`src/rtl/mem_arbiter.sv`:
```
// Round-robin arbiter that shares one fixed-latency memory port between
// instruction fetch and data load/store, with per-stage stall outputs.
module mem_arbiter #(
  parameter int MEM_LAT = 2
) (
  input  logic        clk,
  input  logic        rst,
  input  logic        if_req,
  input  logic [7:0]  if_addr,
  output logic [15:0] if_rdata,
  output logic        if_ack,
  input  logic        d_req,
  input  logic        d_we,
  input  logic [15:0] d_addr,
  input  logic [15:0] d_wdata,
  output logic [15:0] d_rdata,
  output logic        d_ack,
  output logic        stall_if,
  output logic        stall_mem,
  output logic        m_en,
  output logic        m_we,
  output logic [15:0] m_addr,
  output logic [15:0] m_wdata,
  input  logic [15:0] m_rdata
);

  localparam logic       OWN_FETCH = 1'b0;
  localparam logic       OWN_DATA  = 1'b1;
  localparam logic [3:0] CNT_LOAD  = 4'(MEM_LAT - 1);

  typedef enum logic [1:0] {
    IDLE  = 2'd0,
    ISSUE = 2'd1,
    WAIT  = 2'd2,
    RESP  = 2'd3
  } state_t;

  state_t      state_q, state_d;
  logic        owner_q, owner_d;
  logic        we_q, we_d;
  logic [3:0]  cnt_q, cnt_d;
  logic        last_grant_q, last_grant_d;
  logic        if_ack_q, if_ack_d;
  logic        d_ack_q, d_ack_d;
  logic [15:0] if_rdata_q, if_rdata_d;
  logic [15:0] d_rdata_q, d_rdata_d;
  logic        m_en_q, m_en_d;
  logic        m_we_q, m_we_d;
  logic [15:0] m_addr_q, m_addr_d;
  logic [15:0] m_wdata_q, m_wdata_d;
  logic        pick_data;

  always_comb begin
    state_d      = state_q;
    owner_d      = owner_q;
    we_d         = we_q;
    cnt_d        = cnt_q;
    last_grant_d = last_grant_q;
    if_ack_d     = 1'b0;
    d_ack_d      = 1'b0;
    if_rdata_d   = if_rdata_q;
    d_rdata_d    = d_rdata_q;
    m_en_d       = 1'b0;
    m_we_d       = 1'b0;
    m_addr_d     = m_addr_q;
    m_wdata_d    = m_wdata_q;
    pick_data    = 1'b0;

    case (state_q)
      IDLE: begin
        if (if_req || d_req) begin
          // On a tie the side that was not served last wins.
          pick_data = d_req && (!if_req || (last_grant_q == OWN_FETCH));
          owner_d   = pick_data ? OWN_DATA : OWN_FETCH;
          we_d      = pick_data && d_we;
          m_addr_d  = pick_data ? d_addr : {8'h00, if_addr};
          if (pick_data) begin
            m_wdata_d = d_wdata;
          end
          // Strobe is registered here so it is high during the ISSUE cycle.
          m_en_d  = 1'b1;
          m_we_d  = pick_data && d_we;
          state_d = ISSUE;
        end
      end
      ISSUE: begin
        cnt_d   = CNT_LOAD;
        state_d = WAIT;
      end
      WAIT: begin
        if (cnt_q == 4'd0) begin
          // This is cycle ISSUE+MEM_LAT: read data is valid on m_rdata now.
          if (owner_q == OWN_FETCH) begin
            if_rdata_d = m_rdata;
            if_ack_d   = 1'b1;
          end else begin
            if (!we_q) begin
              d_rdata_d = m_rdata;
            end
            d_ack_d = 1'b1;
          end
          state_d = RESP;
        end else begin
          cnt_d = cnt_q - 4'd1;
        end
      end
      RESP: begin
        last_grant_d = owner_q;
        state_d      = IDLE;
      end
      default: state_d = IDLE;
    endcase
  end

  always_ff @(posedge clk) begin
    if (rst) begin
      state_q      <= IDLE;
      owner_q      <= OWN_FETCH;
      we_q         <= 1'b0;
      cnt_q        <= 4'd0;
      last_grant_q <= OWN_FETCH;
      if_ack_q     <= 1'b0;
      d_ack_q      <= 1'b0;
      if_rdata_q   <= 16'h0000;
      d_rdata_q    <= 16'h0000;
      m_en_q       <= 1'b0;
      m_we_q       <= 1'b0;
      m_addr_q     <= 16'h0000;
      m_wdata_q    <= 16'h0000;
    end else begin
      state_q      <= state_d;
      owner_q      <= owner_d;
      we_q         <= we_d;
      cnt_q        <= cnt_d;
      last_grant_q <= last_grant_d;
      if_ack_q     <= if_ack_d;
      d_ack_q      <= d_ack_d;
      if_rdata_q   <= if_rdata_d;
      d_rdata_q    <= d_rdata_d;
      m_en_q       <= m_en_d;
      m_we_q       <= m_we_d;
      m_addr_q     <= m_addr_d;
      m_wdata_q    <= m_wdata_d;
    end
  end

  assign if_ack    = if_ack_q;
  assign d_ack     = d_ack_q;
  assign if_rdata  = if_rdata_q;
  assign d_rdata   = d_rdata_q;
  assign m_en      = m_en_q;
  assign m_we      = m_we_q;
  assign m_addr    = m_addr_q;
  assign m_wdata   = m_wdata_q;
  assign stall_if  = if_req & ~if_ack_q;
  assign stall_mem = d_req & ~d_ack_q;

endmodule

```
`config.mk`:
```
export PLATFORM = sky130hd
export DESIGN_NAME = mem_arbiter
export DESIGN_NICKNAME = d
export VERILOG_FILES = /design/src/rtl/mem_arbiter.sv
export SDC_FILE = /design/constraint.sdc
export NUM_CORES = 1
export LEC_CHECK = 0
export BUFFER_PORTS_ARGS = -buffer_cell sky130_fd_sc_hd__buf_2
export CAP_MARGIN = 40
export CORE_MARGIN = 2
export CORE_UTILIZATION = 45
export CTS_CLUSTER_SIZE = 8
export DETAILED_ROUTE_END_ITERATION = 8
export GPL_ROUTABILITY_DRIVEN = 0
export PLACE_DENSITY = 0.75
export SYNTH_ARGS = -nofsm -noshare
export SYNTH_HDL_FRONTEND = slang
export SYNTH_SLANG_ARGS = --single-unit
```
`constraint.sdc`:
```
create_clock -name clk -period 2.8 [get_ports clk]
set_clock_uncertainty 0.2 [all_clocks]
set_input_delay 0.56 -clock clk [delete_from_list [all_inputs] [get_ports clk]]
set_output_delay 0.56 -clock clk [all_outputs]
set_load 0.01 [all_outputs]
```
* After elaboration in Yosys (flattened, before gate mapping)
Cells that the tools add are included.
** Storage, ports and cells
- Logic and storage cells :: 58
- Input port bits :: 61
- Output and inout bits :: 70
- Register bits :: 77
** Operators by class
- Equal/unequal tests :: 6
- Bitwise logic cells :: 11
- Add/sub/neg operators :: 1
- Reduce and logical (&&, ||, !) cells :: 17
- Multiplexer cells :: 10
** Operator list (number)
- $mux 16 :: 1
- $not 1->1 :: 9
- $pmux 2 s4 :: 1
- $pmux 4 s2 :: 1
- $ne 2x2->1 const B :: 3
- $reduce_and 2->1 :: 3
- $reduce_and 3->1 :: 2
- $reduce_or 3->1 :: 2
- $eq 2x2->1 const B :: 2
- $logic_not 4->1 :: 1
- $mux 1 :: 4
- $mux 2 :: 2
- $mux 4 :: 1
- $reduce_and 4->1 :: 1
- $sub 4x1->4 const B :: 1
- $and 1x1->1 :: 2
- $eq 2x1->1 const B :: 1
- $logic_and 1x1->1 :: 2
- $logic_not 2->1 :: 1
- $logic_or 1x1->1 :: 2
- $reduce_bool 2->1 :: 1
- $reduce_or 2->1 :: 1
- $logic_not 1->1 :: 1

* Longest topological paths before layout
- Depth in word-level cells :: 4
- Depth in mapped cells :: 8
- Mapped depth without buffers :: 5

* Worst setup path after synthesis
OpenSTA, ideal clock, no wires.
- Path kind :: register to register
- Start point :: register state_q[0]
- End point :: register if_rdata_q[10], in the netlist if_rdata[10]
- Setup slack :: 1.069 ns
- Data required time :: 2.481 ns
- Stages on the path, launching flop included :: 8
- Clock period less this slack :: 1.731 ns
- Setup time :: 0.119 ns
- Data arrival time :: 1.412 ns
- Path buffers :: 2
- Path through :: dfxtp_1 inv_1 ha_1 and4bb_2 and2b_1 buf_6 buf_8 mux2i_1
** Between the ends
- Cells in the longest elaborated chain, start to end :: 2
** Ends and longest elaborated chain
- start, declared :: line 38 : state_t state_q, state_d;
- start signal, assigned :: line 131 : state_q <= state_d;
- $eq 2x2->1 :: line 69 : case (state_q)
- $reduce_and 3->1 (no source line)
- end signal, assigned :: line 138 : if_rdata_q <= if_rdata_d;
- end, declared :: line 45 : logic [15:0] if_rdata_q, if_rdata_d;
No other way between the ends.
A chain may end at the register's enable or synchronous reset.

* Worst setup path in the final report
- Start point :: register state_q[0]
- End point :: register if_rdata_q[3], in the netlist if_rdata[3]
Same word-level chain as after synthesis.

==> insert_results.sql <==
INSERT INTO impl_metrics (metric_group, metric, value, unit) VALUES
('outcome', 'outcome', 'completed', ''),
('global_routing', 'antenna_found_initial', '0', ''),
('layout', 'multiInputGateArea', '0.00151', 'mm2'),
('yosys', 'synthDistinctLibCells', '36', ''),
('clock_network', 'postCtsSetupBuffers', '0', ''),
('layout', 'design.final.nets', '524', ''),
('yosys', 'seq_cells_post_synth', '77', ''),
('floorplanning', 'die_x', '88.7', 'um'),
('timing', 'final_max_slew_viol_count', '0', ''),
('timing', 'period_minus_ws_final', '2.09', 'ns'),
('critical_path', 'critPathMaxFanout', '17', ''),
('flow_run', 'maxCapViolCount', '0', ''),
('routing', 'antenna_left', '0', ''),
('power_and_ir_drop', 'vdd_drop_max', '0.000454', 'V'),
('routing', 'first_iter_violations', '131', ''),
('clock_network', 'cts_hold_buffers', '0', ''),
('yosys', 'yosys.area.top_type_share', '47.8', '%'),
('clock_network', 'clock_tree.htree_level_count', '3', ''),
('layout', 'fillCellCount', '641', ''),
('placement', 'placement.io_buffers', '130', ''),
('placement', 'place_hpwl', '5220', 'um'),
('timing', 'max_freq', '479', 'MHz'),
('floorplanning', 'die_area', '0.00787', 'mm2'),
('yosys', 'synth-edff-count', '0', ''),
('layout', 'sequential_cell_area', '0.00154', 'mm2'),
('floorplanning', 'start_util', '47.0', '%'),
('yosys', 'yosys_warnings', '0', ''),
('routing', 'dr_total_vias', '2800', ''),
('yosys', 'post-synth-top-count-cell', 'sky130_fd_sc_hd__dfxtp_1', ''),
('layout', 'flow.area_growth_from_synthesis', '27.7', '%'),
('global_routing', 'grt_first_pass_wirelength', '12000', 'um'),
('timing', 'max_slew_margin', '62.4', '%'),
('hold_path', 'hold_crit_class', 'reg2reg', ''),
('clock_network', 'total_clock_buffers_created_by_cts', '9', ''),
('layout', 'final_layout_size_suffix_gt1_share', '34.1', '%'),
('yosys', 'synth_area', '0.00323', 'mm2'),
('critical_path', 'startpoint', 'state_q[0]', ''),
('floorplanning', 'die-height', '88.7', 'um'),
('critical_path', 'critical_path.endpoint_type', 'flip-flop', ''),
('yosys', 'synth.net_count', '404', ''),
('floorplanning', 'floorplan.core_area', '0.00687', 'mm2'),
('critical_path', 'worst-setup-path-type', 'reg2reg', ''),
('global_routing', 'grt_max_degree', '43', ''),
('hold_path', 'min-delay-start', 'we_q', ''),
('critical_path', 'critical_path_startpoint_category', 'flip-flop', ''),
('timing', 'final-setup-viol-count', '0', ''),
('timing', 'worst_slack', '0.712', 'ns'),
('routing', 'drt_pass1_iterations', '4', ''),
('timing', 'timing.final.crit_share', '74.6', '%'),
('yosys', 'synth_top_cells_by_count', 'sky130_fd_sc_hd__dfxtp_1, sky130_fd_sc_hd__nand2b_1, sky130_fd_sc_hd__mux2i_1', ''),
('yosys', 'yosys-top-cells-area', 'sky130_fd_sc_hd__dfxtp_1, sky130_fd_sc_hd__mux2i_1, sky130_fd_sc_hd__nand2b_1, sky130_fd_sc_hd__nand3_1, sky130_fd_sc_hd__a21oi_1', ''),
('power_and_ir_drop', 'static-leakage-power', '1.96', 'nW'),
('yosys', 'biggest_area_consumer_among_synthesized_cells', 'sky130_fd_sc_hd__dfxtp_1', ''),
('global_routing', 'number_of_global_route_vias_before_repair', '2604', ''),
('clock_network', 'cts_root_buf', 'sky130_fd_sc_hd__clkbuf_8', ''),
('clock_network', 'tritoncts', 'built', ''),
('timing', 'grt_setup_unrepaired', 'no', ''),
('timing', 'worst_slew_pin_slew', '0.564', 'ns'),
('timing', 'final-hold-violation-count', '0', ''),
('critical_path', 'crit-reg2reg-launch', 'state_q[0]', ''),
('power_and_ir_drop', 'power_density', '809', 'mW/mm2'),
('yosys', 'asyncSetResetFlopFracSynth', '0', '%'),
('floorplanning', 'floorplan.io_pins', '131', ''),
('yosys', 'ys.flop_type', 'sky130_fd_sc_hd__dfxtp_1', ''),
('global_routing', 'global_route.overflow_total', '0', ''),
('clock_network', 'clk-insertion-delay-late', '0.34', 'ns'),
('routing', 'detail_route.drc_violations', '0', ''),
('global_routing', 'grt_util_all_layers', '19.8', '%'),
('routing', 'route.detailed.wl_per_inst', '13.5', 'um'),
('clock_network', 'postCtsResizedCells', '0', ''),
('clock_network', 'clock_sinks', '77', '');
worst max-delay path: stages, from the launching register on:
cell,delay [ns]
sky130_fd_sc_hd__dfxtp_1,0.33
sky130_fd_sc_hd__inv_1,0.13
sky130_fd_sc_hd__ha_1,0.39
sky130_fd_sc_hd__and4bb_2,0.32
sky130_fd_sc_hd__and2b_1,0.13
sky130_fd_sc_hd__buf_4,0.28
sky130_fd_sc_hd__mux2i_1,0.22
sequential cells by signal (all words and copies together), names as in the netlist:
register / cells
d_rdata: 16
cnt_q: 4
last_grant_q: 1
if_ack: 1
m_en: 1
state_q: 2
m_addr: 16
m_we: 1
we_q: 1
owner_q: 1
d_ack: 1
if_rdata: 16
m_wdata: 16
logic make-up after synthesis:
group,Yosys count,synth area share (%)
AND/OR/NAND/NOR,125,20.9
buffers and inverters,33,5.35
adder cells (fa/ha/maj),6,2.33
multiplexers,35,10.9
flip-flops,77,47.8
AO/OA/AOI/OAI,61,12.8
cells in the final DEF, fill, tap and decap left out, types with 2 or more instances in the layout:
master / synthesis / routed
sky130_fd_sc_hd__a21oi_1: 18 / 18
sky130_fd_sc_hd__a311oi_1: 9 / 9
sky130_fd_sc_hd__a32oi_1: 8 / 8
sky130_fd_sc_hd__buf_2: 9 / 131
sky130_fd_sc_hd__buf_4: 3 / 5
sky130_fd_sc_hd__bufinv_16: 0 / 2
sky130_fd_sc_hd__clkbuf_8: 0 / 10
sky130_fd_sc_hd__dfxtp_1: 77 / 77
sky130_fd_sc_hd__ha_1: 6 / 6
sky130_fd_sc_hd__inv_1: 5 / 5
sky130_fd_sc_hd__mux2i_1: 34 / 34
sky130_fd_sc_hd__nand2_1: 19 / 19
sky130_fd_sc_hd__nand2b_1: 51 / 51
sky130_fd_sc_hd__nand3_1: 19 / 19
sky130_fd_sc_hd__nand3b_1: 2 / 2
sky130_fd_sc_hd__nor2_1: 20 / 20
sky130_fd_sc_hd__nor2b_1: 4 / 4
sky130_fd_sc_hd__nor3_1: 3 / 3
sky130_fd_sc_hd__nor3b_1: 2 / 2
sky130_fd_sc_hd__o21ai_0: 17 / 17
layer usage:
layer | routed length, um | share of wire, % | global-route usage (%) | up-vias
met5 | 0 | 0 | 0 | -
met1 | 3190 | 43 | 23.9 | 1322
met4 | 169 | 2.3 | 10.2 | 0
li1 | - | - | - | 1396
met2 | 3820 | 51 | 33.2 | 69
met3 | 318 | 4.2 | 4.01 | 13
metrics by stage:
stage	util [%]	instances	instance area [um2]	power, mW	hold slack (ns)
5_1_grt	60.0	557	4120	3.54	0.251
3_5_place_dp	56.9	542	3910	2.46	0.244
6_report	60.0	557	4120	3.33	0.253
2_1_floorplan	-	337	3230	2.15	0.231
4_1_cts	60.0	557	4120	3.37	0.245
3_3_place_gp	56.8	541	3900	2.42	0.248
power by group:
| group | leakage [nW] | internal (mW) | switching (mW) |
|---|---|---|---|
| clock | 0.105 | 0.520 | 0.384 |
| combinational | 1.22 | 0.426 | 0.622 |
| sequential | 0.628 | 1.28 | 0.0989 |
| total | 1.96 | 2.23 | 1.10 |
final timing paths:
path	cells past startpoint	endpoint	slack [ns]
max	6	if_rdata[3]	0.71
min	2	we_q	0.25
max reg2reg	6	if_rdata[3]	0.71
min reg2reg	2	we_q	0.25
final cells by class:
| class | instances | area share [%] |
|---|---|---|
| inverter | 5 | 0.455 |
| clock inverter | 4 | 1.76 |
| tap | 96 | 2.91 |
| clock buffer | 11 | 3.43 |
| sequential | 77 | 37.4 |
| multi-input combinational | 227 | 36.7 |
| timing repair buffer | 137 | 17.3 |
No activity file was read; power rests on OpenSTA's default activity.
